`src/rtl/iobus_pkg.sv`:
```
// Shared op-codes, FSM states and the OTTER I/O address map used by the
// bus initiator, its comparator and anything that drives or checks them.
package iobus_pkg;

   typedef enum logic [1:0] {
      OP_WR   = 2'b00,
      OP_RD   = 2'b01,
      OP_POLL = 2'b10
   } op_t;

   typedef enum logic [2:0] {
      ST_IDLE,
      ST_WRITE,
      ST_RWAIT,
      ST_SAMPLE,
      ST_RESP
   } state_t;

   // Memory-mapped peripheral registers on the I/O bus
   localparam logic [31:0] ADDR_SWITCHES = 32'h1100_0000;
   localparam logic [31:0] ADDR_BUTTONS  = 32'h1100_4000;
   localparam logic [31:0] ADDR_TC_CSR   = 32'h1100_8000;
   localparam logic [31:0] ADDR_TC_CNT   = 32'h1100_8004;
   localparam logic [31:0] ADDR_LEDS     = 32'h1100_C000;
   localparam logic [31:0] ADDR_SEGS     = 32'h1101_0000;
   localparam logic [31:0] ADDR_ANODES   = 32'h1101_4000;

endpackage

```
`src/rtl/iobus_poll_cmp.sv`:
```
// Masked compare of a bus sample against the poll match value, plus the
// poll attempt counter and its terminal-count flag.
module iobus_poll_cmp #(
   parameter int TMO_W = 16
) (
   input  logic             clk_i,
   input  logic             rst_i,
   input  logic             clr_i,
   input  logic             inc_i,
   input  logic [31:0]      sample_i,
   input  logic [31:0]      match_i,
   input  logic [31:0]      mask_i,
   input  logic [TMO_W-1:0] tmo_i,
   output logic             hit_o,
   output logic             term_o
);

   logic [TMO_W-1:0] cnt_q, cnt_d;

   always_comb begin
      cnt_d = cnt_q;
      if (clr_i) begin
         cnt_d = '0;
      end else if (inc_i) begin
         cnt_d = cnt_q + TMO_W'(1);
      end
   end

   always_ff @(posedge clk_i) begin
      if (rst_i) begin
         cnt_q <= '0;
      end else begin
         cnt_q <= cnt_d;
      end
   end

   // Only bits selected by the mask take part in the match
   assign hit_o  = (((sample_i ^ match_i) & mask_i) == 32'h0);
   assign term_o = (cnt_q == tmo_i);

endmodule

```
`src/rtl/iobus_initiator.sv`:
```
// OTTER I/O bus initiator: executes one write, read or masked poll per
// command and returns a single response; state is exported on DBG_STATE.
module iobus_initiator
   import iobus_pkg::*;
#(
   parameter int RD_LAT = 0,
   parameter int TMO_W  = 16
) (
   input  logic             CLK,
   input  logic             RESET,
   input  logic             CMD_VALID,
   output logic             CMD_READY,
   input  logic [1:0]       CMD_OP,
   input  logic [31:0]      CMD_ADDR,
   input  logic [31:0]      CMD_WDATA,
   input  logic [31:0]      CMD_MASK,
   input  logic [TMO_W-1:0] CMD_TMO,
   output logic             RSP_VALID,
   input  logic             RSP_READY,
   output logic [31:0]      RSP_RDATA,
   output logic             RSP_ERR,
   output logic [31:0]      IOBUS_ADDR,
   output logic [31:0]      IOBUS_OUT,
   output logic             IOBUS_WR,
   input  logic [31:0]      IOBUS_IN,
   output state_t           DBG_STATE
);

   localparam int LAT_W = (RD_LAT > 0) ? $clog2(RD_LAT + 1) : 1;
   localparam logic [LAT_W-1:0] LAT_LAST = LAT_W'((RD_LAT > 0) ? RD_LAT - 1 : 0);
   localparam logic [LAT_W-1:0] LAT_GAP  = LAT_W'(RD_LAT);

   state_t           state_q, state_d;
   logic [31:0]      addr_q, out_q, match_q, mask_q, rdata_q;
   logic [TMO_W-1:0] tmo_q;
   logic [LAT_W-1:0] lat_q, lat_d, lat_last;
   logic             poll_q, gap_q, err_q;
   logic             cmd_ready, rsp_valid, wr_strobe, cmd_fire, cnt_inc;
   logic             hit, term;

   // Handshakes: a transfer happens on a rising edge where VALID and READY are
   // both high; VALID never waits on READY and the response is held until taken.
   always_comb begin
      state_d   = state_q;
      cmd_ready = 1'b0;
      rsp_valid = 1'b0;
      wr_strobe = 1'b0;
      cnt_inc   = 1'b0;
      lat_d     = '0;
      lat_last  = gap_q ? LAT_GAP : LAT_LAST;
      unique case (state_q)
         ST_IDLE: begin
            cmd_ready = 1'b1;
            if (CMD_VALID) begin
               if (CMD_OP == OP_WR) begin
                  state_d = ST_WRITE;
               end else if (RD_LAT > 0) begin
                  state_d = ST_RWAIT;
               end else begin
                  state_d = ST_SAMPLE;
               end
            end
         end
         ST_WRITE: begin
            wr_strobe = 1'b1;
            state_d   = ST_RESP;
         end
         ST_RWAIT: begin
            // Retries wait one extra cycle: that is the idle gap between attempts
            if (lat_q == lat_last) begin
               state_d = ST_SAMPLE;
            end else begin
               lat_d = lat_q + LAT_W'(1);
            end
         end
         ST_SAMPLE: begin
            if (!poll_q || hit || term) begin
               state_d = ST_RESP;
            end else begin
               cnt_inc = 1'b1;
               state_d = ST_RWAIT;
            end
         end
         ST_RESP: begin
            rsp_valid = 1'b1;
            if (RSP_READY) begin
               state_d = ST_IDLE;
            end
         end
         default: state_d = ST_IDLE;
      endcase
   end

   assign cmd_fire = cmd_ready & CMD_VALID;

   always_ff @(posedge CLK) begin
      if (RESET) begin
         state_q <= ST_IDLE;
      end else begin
         state_q <= state_d;
      end
   end

   always_ff @(posedge CLK) begin
      if (RESET) begin
         addr_q  <= '0;
         out_q   <= '0;
         match_q <= '0;
         mask_q  <= '0;
         tmo_q   <= '0;
         rdata_q <= '0;
         err_q   <= 1'b0;
         poll_q  <= 1'b0;
         gap_q   <= 1'b0;
         lat_q   <= '0;
      end else begin
         lat_q <= lat_d;
         if (cmd_fire) begin
            addr_q  <= CMD_ADDR;
            match_q <= CMD_WDATA;
            mask_q  <= CMD_MASK;
            tmo_q   <= CMD_TMO;
            poll_q  <= (CMD_OP == OP_POLL);
            gap_q   <= 1'b0;
            rdata_q <= '0;
            err_q   <= 1'b0;
            if (CMD_OP == OP_WR) begin
               out_q <= CMD_WDATA;
            end
         end
         if (state_q == ST_SAMPLE) begin
            rdata_q <= IOBUS_IN;
            err_q   <= poll_q & ~hit & term;
         end
         if (cnt_inc) begin
            gap_q <= 1'b1;
         end
      end
   end

   iobus_poll_cmp #(
      .TMO_W (TMO_W)
   ) u_cmp (
      .clk_i    (CLK),
      .rst_i    (RESET),
      .clr_i    (cmd_fire),
      .inc_i    (cnt_inc),
      .sample_i (IOBUS_IN),
      .match_i  (match_q),
      .mask_i   (mask_q),
      .tmo_i    (tmo_q),
      .hit_o    (hit),
      .term_o   (term)
   );

   // Strobes are masked by RESET so an aborted operation emits nothing
   assign CMD_READY  = cmd_ready & ~RESET;
   assign RSP_VALID  = rsp_valid & ~RESET;
   assign IOBUS_WR   = wr_strobe & ~RESET;
   assign RSP_RDATA  = rdata_q;
   assign RSP_ERR    = err_q;
   assign IOBUS_ADDR = addr_q;
   assign IOBUS_OUT  = out_q;
   assign DBG_STATE  = state_q;

endmodule

```
`config.mk`:
```
export PLATFORM = sky130hd
export DESIGN_NAME = iobus_initiator
export DESIGN_NICKNAME = d
export VERILOG_FILES = /design/src/rtl/iobus_pkg.sv /design/src/rtl/iobus_poll_cmp.sv /design/src/rtl/iobus_initiator.sv
export SDC_FILE = /design/constraint.sdc
export NUM_CORES = 1
export LEC_CHECK = 0
export BUFFER_PORTS_ARGS = -buffer_cell sky130_fd_sc_hd__buf_2
export CAP_MARGIN = 20
export CORE_MARGIN = 1
export CORE_UTILIZATION = 45
export DETAILED_ROUTE_END_ITERATION = 10
export MAX_ROUTING_LAYER = met4
export PLACE_DENSITY = 0.72
export SLEW_MARGIN = 20
export SYNTH_ARGS = -nofsm -noshare
export SYNTH_HDL_FRONTEND = slang
export SYNTH_SLANG_ARGS = --single-unit
```
`constraint.sdc`:
```
create_clock -name CLK -period 3.09 [get_ports CLK]
set_input_delay 0 -clock CLK [delete_from_list [all_inputs] [get_ports CLK]]
set_output_delay 0 -clock CLK [all_outputs]
set_load 0.01 [all_outputs]
```
=== Word level (Yosys, flattened, before mapping) ===
Cells that the tools add are included.

* Register bits after elaboration: 198
* Word-level logic and storage cells: 60

* Add/sub/neg operators: 2
* Equality and inequality tests: 9
* Mux-type cells: 15
* Bitwise gates (word level): 12
* Reductions and logical operators: 11

{| class="wikitable"
|+ Operators with widths
! kind !! count
|-
| $mux W32 || 2
|-
| $and A32 B32 Y32 || 1
|-
| $logic_not A32 Y1 || 1
|-
| $xor A32 B32 Y32 || 1
|-
| $add A16 B1 Y16 const B || 1
|-
| $eq A16 B16 Y1 || 1
|-
| $pmux W3 S5 || 1
|-
| $mux W3 || 4
|-
| $mux W1 || 7
|-
| $and A1 B1 Y1 || 6
|-
| $eq A3 B2 Y1 const B || 2
|-
| $ne A2 B2 Y1 const B || 3
|-
| $not A1 Y1 || 4
|-
| $eq A3 B1 Y1 const B || 1
|-
| $eq A3 B3 Y1 const B || 1
|-
| $logic_not A3 Y1 || 1
|-
| $reduce_and A3 Y1 || 1
|-
| $reduce_or A3 Y1 || 1
|-
| $eq A2 B2 Y1 const B || 1
|-
| $logic_not A2 Y1 || 1
|-
| $logic_or A1 B1 Y1 || 2
|-
| $mux W2 || 1
|-
| $reduce_and A2 Y1 || 1
|-
| $reduce_bool A2 Y1 || 1
|-
| 3 further kinds || 3
|}

=== Longest topological paths before layout ===
Gate-level depths: netlist (run 1).

* Depth after elaboration: 7
* Gate-level depth with buffers: 8
* Mapped depth without buffers: 6

=== By module ===
Synthesis (run 1) repeated with hierarchy kept, for this count alone.

* Cells, all modules: 890
* Area, all modules: 7895.1 µm²

{| class="wikitable"
|+ By module, submodules not included
! module !! times used !! cells each !! area an instance (µm²) !! seq. area each (µm²)
|-
| iobus_initiator || 1 || 730 || 6520.0 || 3643.5
|-
| iobus_poll_cmp || 1 || 160 || 1375.1 || 320.3
|}

=== Least setup slack after synthesis (run 1) ===
No wires, ideal clock.

* Path kind: reg2reg
* Start point: reg state_q[1], in the netlist DBG_STATE[1]
* End point: reg u_cmp.cnt_q[13]
* Data arrival time: 1.867 ns
* Data required time: 2.969 ns
* Setup slack: 1.103 ns
* Cell stages (with the launch flop): 9
* Clock period less this slack: 1.987 ns
* Path through: dfxtp_1 > buf_4 > and3b_1 > buf_4 > and3_4 > and4_4 > nand3_1 > nor3_1 > mux2_2

* Longest elaborated chain between the ends: 4
* Elaborated cells on any way between the ends: 6
* Those cells by class: 1 x eq/ne; 2 x mux; 1 x bitwise; 2 x reduce/logical

{| class="wikitable"
|+ Ends and longest elaborated chain
! item !! RTL line !! source
|-
| start, declared || iobus_initiator.sv:33 || <nowiki>state_t state_q, state_d;</nowiki>
|-
| start signal, assigned || iobus_initiator.sv:100 || <nowiki>state_q <= state_d;</nowiki>
|-
| $logic_not A3 Y1 || iobus_initiator.sv:51 || <nowiki>unique case (state_q)</nowiki>
|-
| $mux W1 || iobus_initiator.sv:51 ||
|-
| $and A1 B1 Y1 || iobus_initiator.sv:94 || <nowiki>assign cmd_fire = cmd_ready & CMD_VALID;</nowiki>
|-
| $reduce_or A2 Y1 (no line) || n/a ||
|-
| end signal, assigned || iobus_poll_cmp.sv:33 || <nowiki>cnt_q <= cnt_d;</nowiki>
|-
| end, declared || iobus_poll_cmp.sv:18 || <nowiki>logic [TMO_W-1:0] cnt_q, cnt_d;</nowiki>
|}

Several ways; a longest one is shown, not always the timed one.
A chain may end at the register's enable or synchronous reset.

=== Final worst setup path (run 1) ===
* Start point: reg state_q[1], in the netlist DBG_STATE[1]
* End point: reg out_q[30], in the netlist IOBUS_OUT[30]

* Longest elaborated chain between the ends: 4

{| class="wikitable"
|+ Ends and longest elaborated chain
! item !! RTL line !! source
|-
| $logic_not A3 Y1 || iobus_initiator.sv:51 ||
|-
| $mux W1 || iobus_initiator.sv:51 ||
|-
| $and A1 B1 Y1 || iobus_initiator.sv:94 ||
|-
| $reduce_and A2 Y1 (no line) || n/a ||
|-
| end signal, assigned || iobus_initiator.sv:107 || <nowiki>out_q <= '0;</nowiki>
|-
| end signal, assigned || iobus_initiator.sv:128 || <nowiki>out_q <= CMD_WDATA;</nowiki>
|-
| end, declared || iobus_initiator.sv:34 || <nowiki>logic [31:0] addr_q, out_q, match_q, mask_q, rdata_q;</nowiki>
|}

No other way between the ends.

==> results of run 1 <==
==> synthesized netlist by cell type (3+ instances only) <==
| library cell | count | area [sq um] |
|---|---|---|
| a21oi_1 | 153 | 766 |
| a22oi_1 | 48 | 360 |
| buf_2 | 10 | 50.1 |
| buf_4 | 4 | 30.0 |
| clkbuf_1 | 54 | 203 |
| dfxtp_1 | 198 | 3960 |
| mux2i_1 | 8 | 80.1 |
| nand2_1 | 302 | 1130 |
| nand3_1 | 9 | 45.0 |
| nand4_1 | 8 | 50.1 |
| nor2_1 | 38 | 143 |
| nor3_1 | 6 | 30.0 |
| nor4_1 | 9 | 56.3 |
| o31ai_1 | 6 | 45.0 |
| or3_1 | 9 | 56.3 |
| or4_1 | 5 | 37.5 |
| or4b_1 | 3 | 30.0 |
| xor2_1 | 48 | 420 |
==> cell families after synthesis <==
group | synth area share
compound gates | 0.156
xor+xnor | 0.0543
fa+ha+maj | 0.00162
buf+inv | 0.0380
flops | 0.512
mux | 0.0118
other cells | 0.000485
simple gates | 0.226
==> through the flow <==
| stage | instances | util |
|---|---|---|
| 6_report | 1543 | 0.672 |
| 5_1_grt | 1543 | 0.672 |
| 4_1_cts | 1542 | 0.672 |
| 3_5_place_dp | 1361 | 0.545 |
| 3_3_place_gp | 1361 | 0.545 |
| 2_1_floorplan | 946 | - |
==> layout make-up <==
| class | instances | area share |
|---|---|---|
| Multi-Input combinational cell | 677 | 0.312 |
| Timing Repair Buffer | 412 | 0.253 |
| Tap cell | 220 | 0.0245 |
| Sequential cell | 198 | 0.353 |
| Clock inverter | 12 | 0.0145 |
| Clock buffer | 20 | 0.0416 |
| Antenna cell | 1 | 0.000223 |
| Inverter | 3 | 0.00100 |
==> power by group <==
part / switching, mW / internal (mW)
logic: 0.580 / 0.419
clock network: 1.02 / 1.36
registers: 0.0930 / 2.69
==> metal layers <==
| layer | track usage | share of wire |
|---|---|---|
| met5 | - | 0 |
| met4 | 0.161 | 0.037 |
| met3 | 0.0468 | 0.063 |
| met2 | 0.476 | 0.48 |
| met1 | 0.351 | 0.42 |
==> flip-flops by register name, indices dropped and copies added (netlist names) <==
register and flops:
DBG_STATE 3, IOBUS_ADDR 32, IOBUS_OUT 32, RSP_ERR 1
RSP_RDATA 32, lat_q 1, mask_q 32, match_q 32
poll_q 1, tmo_q 16, u_cmp.cnt_q 16
==> worst max-delay path by stage <==
stage                                 end  slack [ns]  cells past startpoint         start
after global routing        IOBUS_OUT[30]        0.58                      5  DBG_STATE[1]
after detailed placement     IOBUS_OUT[5]        0.78                      5  DBG_STATE[1]
after global placement      IOBUS_OUT[13]        0.83                      5  DBG_STATE[1]
after CTS                   IOBUS_OUT[29]        0.72                      5  DBG_STATE[1]
final                       IOBUS_OUT[30]        0.68                      5  DBG_STATE[1]
after floorplan           u_cmp.cnt_q[13]        1.10                      8  DBG_STATE[1]
==> timing repair <==
item | in CTS | in global routing
endpoints found under the setup margin | 0 | 0
hold buffers | 149 | 0
hold endpoints to repair | 180 | 0
==> worst max-delay path, cell delays in order (launching register included) <==
cell,delay (ns)
dfxtp_1,0.43
or4b_4,0.80
nor3_4,0.22
dlygate4sd3_1,0.65
nand2_1,0.08
a21oi_1,0.13
==> impl_metrics.toml, run 1 <==
[global_routing]
grt_antenna_before_repair = 1
grt_pass1_wl_mm = 39.7
grt_usage = 0.294
grt_max_degree = 88
grt_remaining_overflow = 0
first_global_vias = 7932

[die]
core-area_sq_um = 16700
std_cell_rows = 47
io-pin-count = 253
starting_density_of_the_core = 0.463
die_width_um = 133
die_h_um = 133
dieArea_sq_um = 17700

[cells_and_area]
mostFrequentLayoutCell = "nand2_1"
final_layout_size_suffix_gt1_frac = 0.231
area_growth_syn_to_layout_pct = 45.1
most-common-layout-cells = "302 x nand2_1, 251 x buf_2, 198 x dfxtp_1, 153 x a21oi_1, 149 x dlygate4sd3_1"
regArea_sq_um = 3960
number_of_filler_instances_in_the_final_layout = 1317
finish.instance_area_sq_um = 11200
final_nets = 1460
multi_input_comb_area_sq_um = 3510

[routing]
wl_per_cell_um = 16.6
drt_drc_violations_left = 0
finalWirelength_mm = 25.7
drt-initial-drc-count = 752
post_drt_via_cell_ratio = 5.27
drt_first_pass_iters = 6
routed-via-count = 8128
postRouteAntennaNets = 0

[timing]
maxClockFrequency_mhz = 416
rsz0062_at_grt = "no"
finClkSkew_ns = 0.00907
drv_slew = 0
fin_crit_ns = 2.41
worst_pin_slew_ns = 0.864
timing.hold.ws_ns = 0.0606
post-route-period-util = 0.779
hold_viol = 0
summed_negative_setup_slack_over_all_endpoints_ns = 0
slew_headroom = 0.424
finalSetupViolations = 0
timing.final.ws_setup_ns = 0.684

[place]
dpl-instance-area_sq_um = 9110
numPortBuffers = 252
pre_cts_slack_ns = 0.782
hpwlAfterDp_mm = 15.6
place.gp.congestion = 0.874

[min_path]
hold_start = "RESET"
timing.hold.worst_endpoint = "IOBUS_ADDR[29]"
worst_hold_path_type = "input port to flop"
hold_depth = 2

[clock_network]
clk_transition_reported_paths_ns = 0.07
htree_levels = 4
numClockSinks = 198
post-cts-setup-buffer-count = 0
post_cts_resize_count = 0
ctsRootBufferMaster = "clkbuf_16"
tritoncts = "yes"
clockBufferDepth = 2
cts_made_buffers = 17
worst_skew_late_latency_ns = 0.44

[critical_path]
worstPathMaxFanout = 40
worst_ep_required_time_ns = 3.45
critPathLaunchType = "flop"
worstRegToRegCells = 5
crit_arrival_ns = 2.76
crit_path_end_kind = "flop"
reg_to_reg_critical_path_endpoint = "IOBUS_OUT[30]"
crit-reg2reg-launch = "DBG_STATE[1]"
worst-r2r-setup-slack_ns = 0.68
setup.worst_path.class = "flop to flop"

[power]
power_leakage_nw = 4.89
p_total_mw = 6.16
vdd_ir_drop_max_mv = 0.416
power-per-cell-area_nw_per_um2 = 548

[status]
run_status = "completed"

[synthesis]
synth_enable_flop_cells = 0
postSynthRegisterBits = 198
postSynthAreaPerCell_sq_um = 8.18
post_synth_inst_count = 946
syn-cell-area_sq_um = 7740
dominantRegCellSynth = "dfxtp_1"
synth_cell_types = 40
async_reset_ff_frac = 0
synth.yosys.seq_area_share = 0.512
syn_nets = 1097
ys_warns = 0

[flow_run]
cap_violations = 0
Power figures use the tool's default switching activity.
==> run 2: changes to the inputs <==
--- a/config.mk
+++ b/config.mk
@@ -5,6 +5,7 @@
 export SDC_FILE = /design/constraint.sdc
 export NUM_CORES = 1
 export LEC_CHECK = 0
+export ABC_AREA = 1
 export BUFFER_PORTS_ARGS = -buffer_cell sky130_fd_sc_hd__buf_2
 export CAP_MARGIN = 20
 export CORE_MARGIN = 1
==> constraint.sdc (replaced) <==
create_clock -name CLK -period 2.45 [get_ports CLK]
set_input_delay 0 -clock CLK [delete_from_list [all_inputs] [get_ports CLK]]
set_output_delay 0 -clock CLK [all_outputs]
set_load 0.01 [all_outputs]
==> run 2 against run 1 <==
Compared with the run above: global-route usage fell by 0.87 points; final cell count rose by 12%; first-iteration DRC count fell by 25%; combinational power rose to 3.4 times the previous value; synthesized cell count rose by 18%; largest cell class unchanged; core utilization fell by 1.0 points; sequential share of layout area fell by 1.2 points; die area rose by 5.5%; final area rose by 3.4%; synthesized area rose by 5.5%; total power rose by 73%; non-clock buffer count fell by 3.
==> impl_metrics.toml, run 2 <==
[status]
run_status = "completed"

[cells_and_area]
mostFrequentLayoutCell = "nand2_1"
area_growth_syn_to_layout_pct = 42.2
multi_input_comb_area_sq_um = 3630
final_layout_size_suffix_gt1_frac = 0.221
regArea_sq_um = 3960
number_of_filler_instances_in_the_final_layout = 1456
final_nets = 1635
most-common-layout-cells = "256 x nand2_1, 252 x buf_2, 198 x dfxtp_1, 180 x nor2_1, 147 x dlygate4sd3_1"

[power]
p_total_mw = 10.6
vdd_ir_drop_max_mv = 0.528
power-per-cell-area_nw_per_um2 = 917
power_leakage_nw = 5.21
cellInternalPower_mw = 6.76
share_seq_of_total_power = 0.414
switching_share = 0.364
total_switching_power_mw = 3.88
power.combinational.fraction = 0.324
portion_of_total_power_attributed_to_the_clock_network = 0.263

[clock_network]
cts_made_buffers = 17
post-cts-setup-buffer-count = 0
worst_skew_late_latency_ns = 0.43
numClockSinks = 198
tritoncts = "yes"
htree_levels = 4
clockBufferDepth = 2
clk_transition_reported_paths_ns = 0.07
ctsRootBufferMaster = "clkbuf_16"

[routing]
detailroute.wirelength.met2_mm = 12.6
routed-via-count = 8609
maxUsedRoutingLayer = "met4"
drt-initial-drc-count = 562
met1_length_mm = 10.9
postRouteAntennaNets = 0
drt_drc_violations_left = 0
post_drt_via_cell_ratio = 4.99
wl_met3_mm = 1.24
wl_per_cell_um = 14.7
drt_first_pass_iters = 5
finalWirelength_mm = 25.4

[synthesis]
synth_cell_types = 36
postSynthAreaPerCell_sq_um = 7.30
syn_nets = 1270
async_reset_ff_frac = 0
synth_top_area_share = 0.485
post-synth-top-count-cell = "nand2_1"
dominantRegCellSynth = "dfxtp_1"
ys_warns = 0
synth.top_cells.by_area = "dfxtp_1 49%, nand2_1 12%, nor2_1 8.3%, o21ai_0 6.7%, a21oi_1 6.0%"
syn-cell-area_sq_um = 8170
postSynthRegisterBits = 198
synth_enable_flop_cells = 0
post_synth_inst_count = 1119
yosys.area.top_type = "dfxtp_1"
synth.yosys.seq_area_share = 0.485
synth.cells.most_frequent = "256 x nand2_1, 198 x dfxtp_1, 181 x nor2_1"

[die]
starting_density_of_the_core = 0.466
std_cell_rows = 48
die_width_um = 137
core-area_sq_um = 17500
die_h_um = 137
io-pin-count = 253
dieArea_sq_um = 18700

[flow_run]
cap_violations = 0

[critical_path]
crit_chain = "nor2_2 -> nand2_1 -> nor2_4 -> clkbuf_8 -> nand3b_1 -> a21oi_1 -> dlygate4sd3_1"
worstPathMaxFanout = 91
worst_ep_required_time_ns = 2.82
worst_path_max_delay_cell = "dlygate4sd3_1"
crit_path_max_incr_delay_ns = 0.57
crit_arrival_ns = 2.59
critical_path_depth = 7
path_delay_family = "buffers and inverters"
critPathLaunchType = "flop"
setup.worst_path.class = "flop to flop"
worstRegToRegCells = 7
critical_path.n_buffers_inverters = 2
worst-r2r-setup-slack_ns = 0.24
crit_path_end_kind = "flop"

[place]
numPortBuffers = 252
hpwlAfterDp_mm = 15.8
place.gp.congestion = 0.869
pre_cts_slack_ns = 0.431

[global_routing]
grt_pass1_wl_mm = 40.5
grt_remaining_overflow = 0
grt_usage = 0.286
grt_max_degree = 92
grt_antenna_before_repair = 2
first_global_vias = 8538

[timing]
hold_viol = 0
timing.final.ws_setup_ns = 0.237
finClkSkew_ns = 0.0127
rsz0062_at_grt = "no"
maxClockFrequency_mhz = 452
slew_headroom = 0.427
summed_negative_setup_slack_over_all_endpoints_ns = 0
post-route-period-util = 0.903
drv_slew = 0
fin_crit_ns = 2.21
finalSetupViolations = 0
worst_pin_slew_ns = 0.860

[min_path]
worst_hold_path_type = "input port to flop"
hold_depth = 5
run 2: cells by family (layout without fill, tap and decap cells):
kind of cell / after synthesis / count (layout) / share of synthesized area
compound gates: 219 / 219 / 0.139
xor+xnor: 30 / 30 / 0.0322
fa+ha+maj: 1 / 1 / 0.00153
buf+inv: 142 / 520 / 0.0711
flops: 198 / 198 / 0.485
other cells: 1 / 3 / 0.000459
simple gates: 528 / 528 / 0.271
run 2: tightest hold or removal path, stage by stage:
cell     delay, ns
buf_2         0.10
inv_1         0.11
nand3_1       0.09
nand3_1       0.10
nor4_1        0.05
run 2: per-stage QoR:
stage,cell area (sq um),instances,utilization,hold WS [ns]
5_1_grt,11600,1724,0.662,0.0975
3_3_place_gp,9520,1542,0.543,0.221
6_report,11600,1724,0.662,0.0645
3_5_place_dp,9540,1543,0.544,0.224
4_1_cts,11600,1722,0.661,0.0540
2_1_floorplan,8170,1119,-,0.135
run 2: power by group through the flow:
stage / clock network (mW) / logic [mW] / registers (mW)
after floorplan: 0 / 2.01 / 4.53
after global placement: 0 / 3.09 / 4.43
after CTS: 2.83 / 3.41 / 4.39
after detailed placement: 0 / 3.21 / 4.45
after global routing: 2.97 / 3.89 / 4.49
final: 2.80 / 3.44 / 4.40
run 2: worst paths after layout:
kind / from / end
min reg2reg: IOBUS_OUT[29] / IOBUS_OUT[29]
max reg2reg: DBG_STATE[2] / poll_q
min: CMD_VALID / DBG_STATE[0]
max: DBG_STATE[2] / poll_q
run 2: per-layer routing:
layer	track usage	up-vias
met2	0.477	293
met4	0.119	0
li1	-	4285
met5	-	-
met3	0.0526	55
met1	0.337	3976
run 2: area by class of cell:
cell class / count / area share
antenna: 2 / 0.000431
sequential: 198 / 0.341
inverter: 79 / 0.0261
timing repair buffer: 409 / 0.245
tap: 225 / 0.0242
clock buffer: 17 / 0.0366
clock inverter: 15 / 0.0131
multi-input combinational: 779 / 0.313
run 2: timing repair:
item / CTS / global route
hold endpoints to repair: 178 / 0
setup endpoints to repair: 0 / 32
hold buffers: 147 / 0
resized for setup: 0 / 4
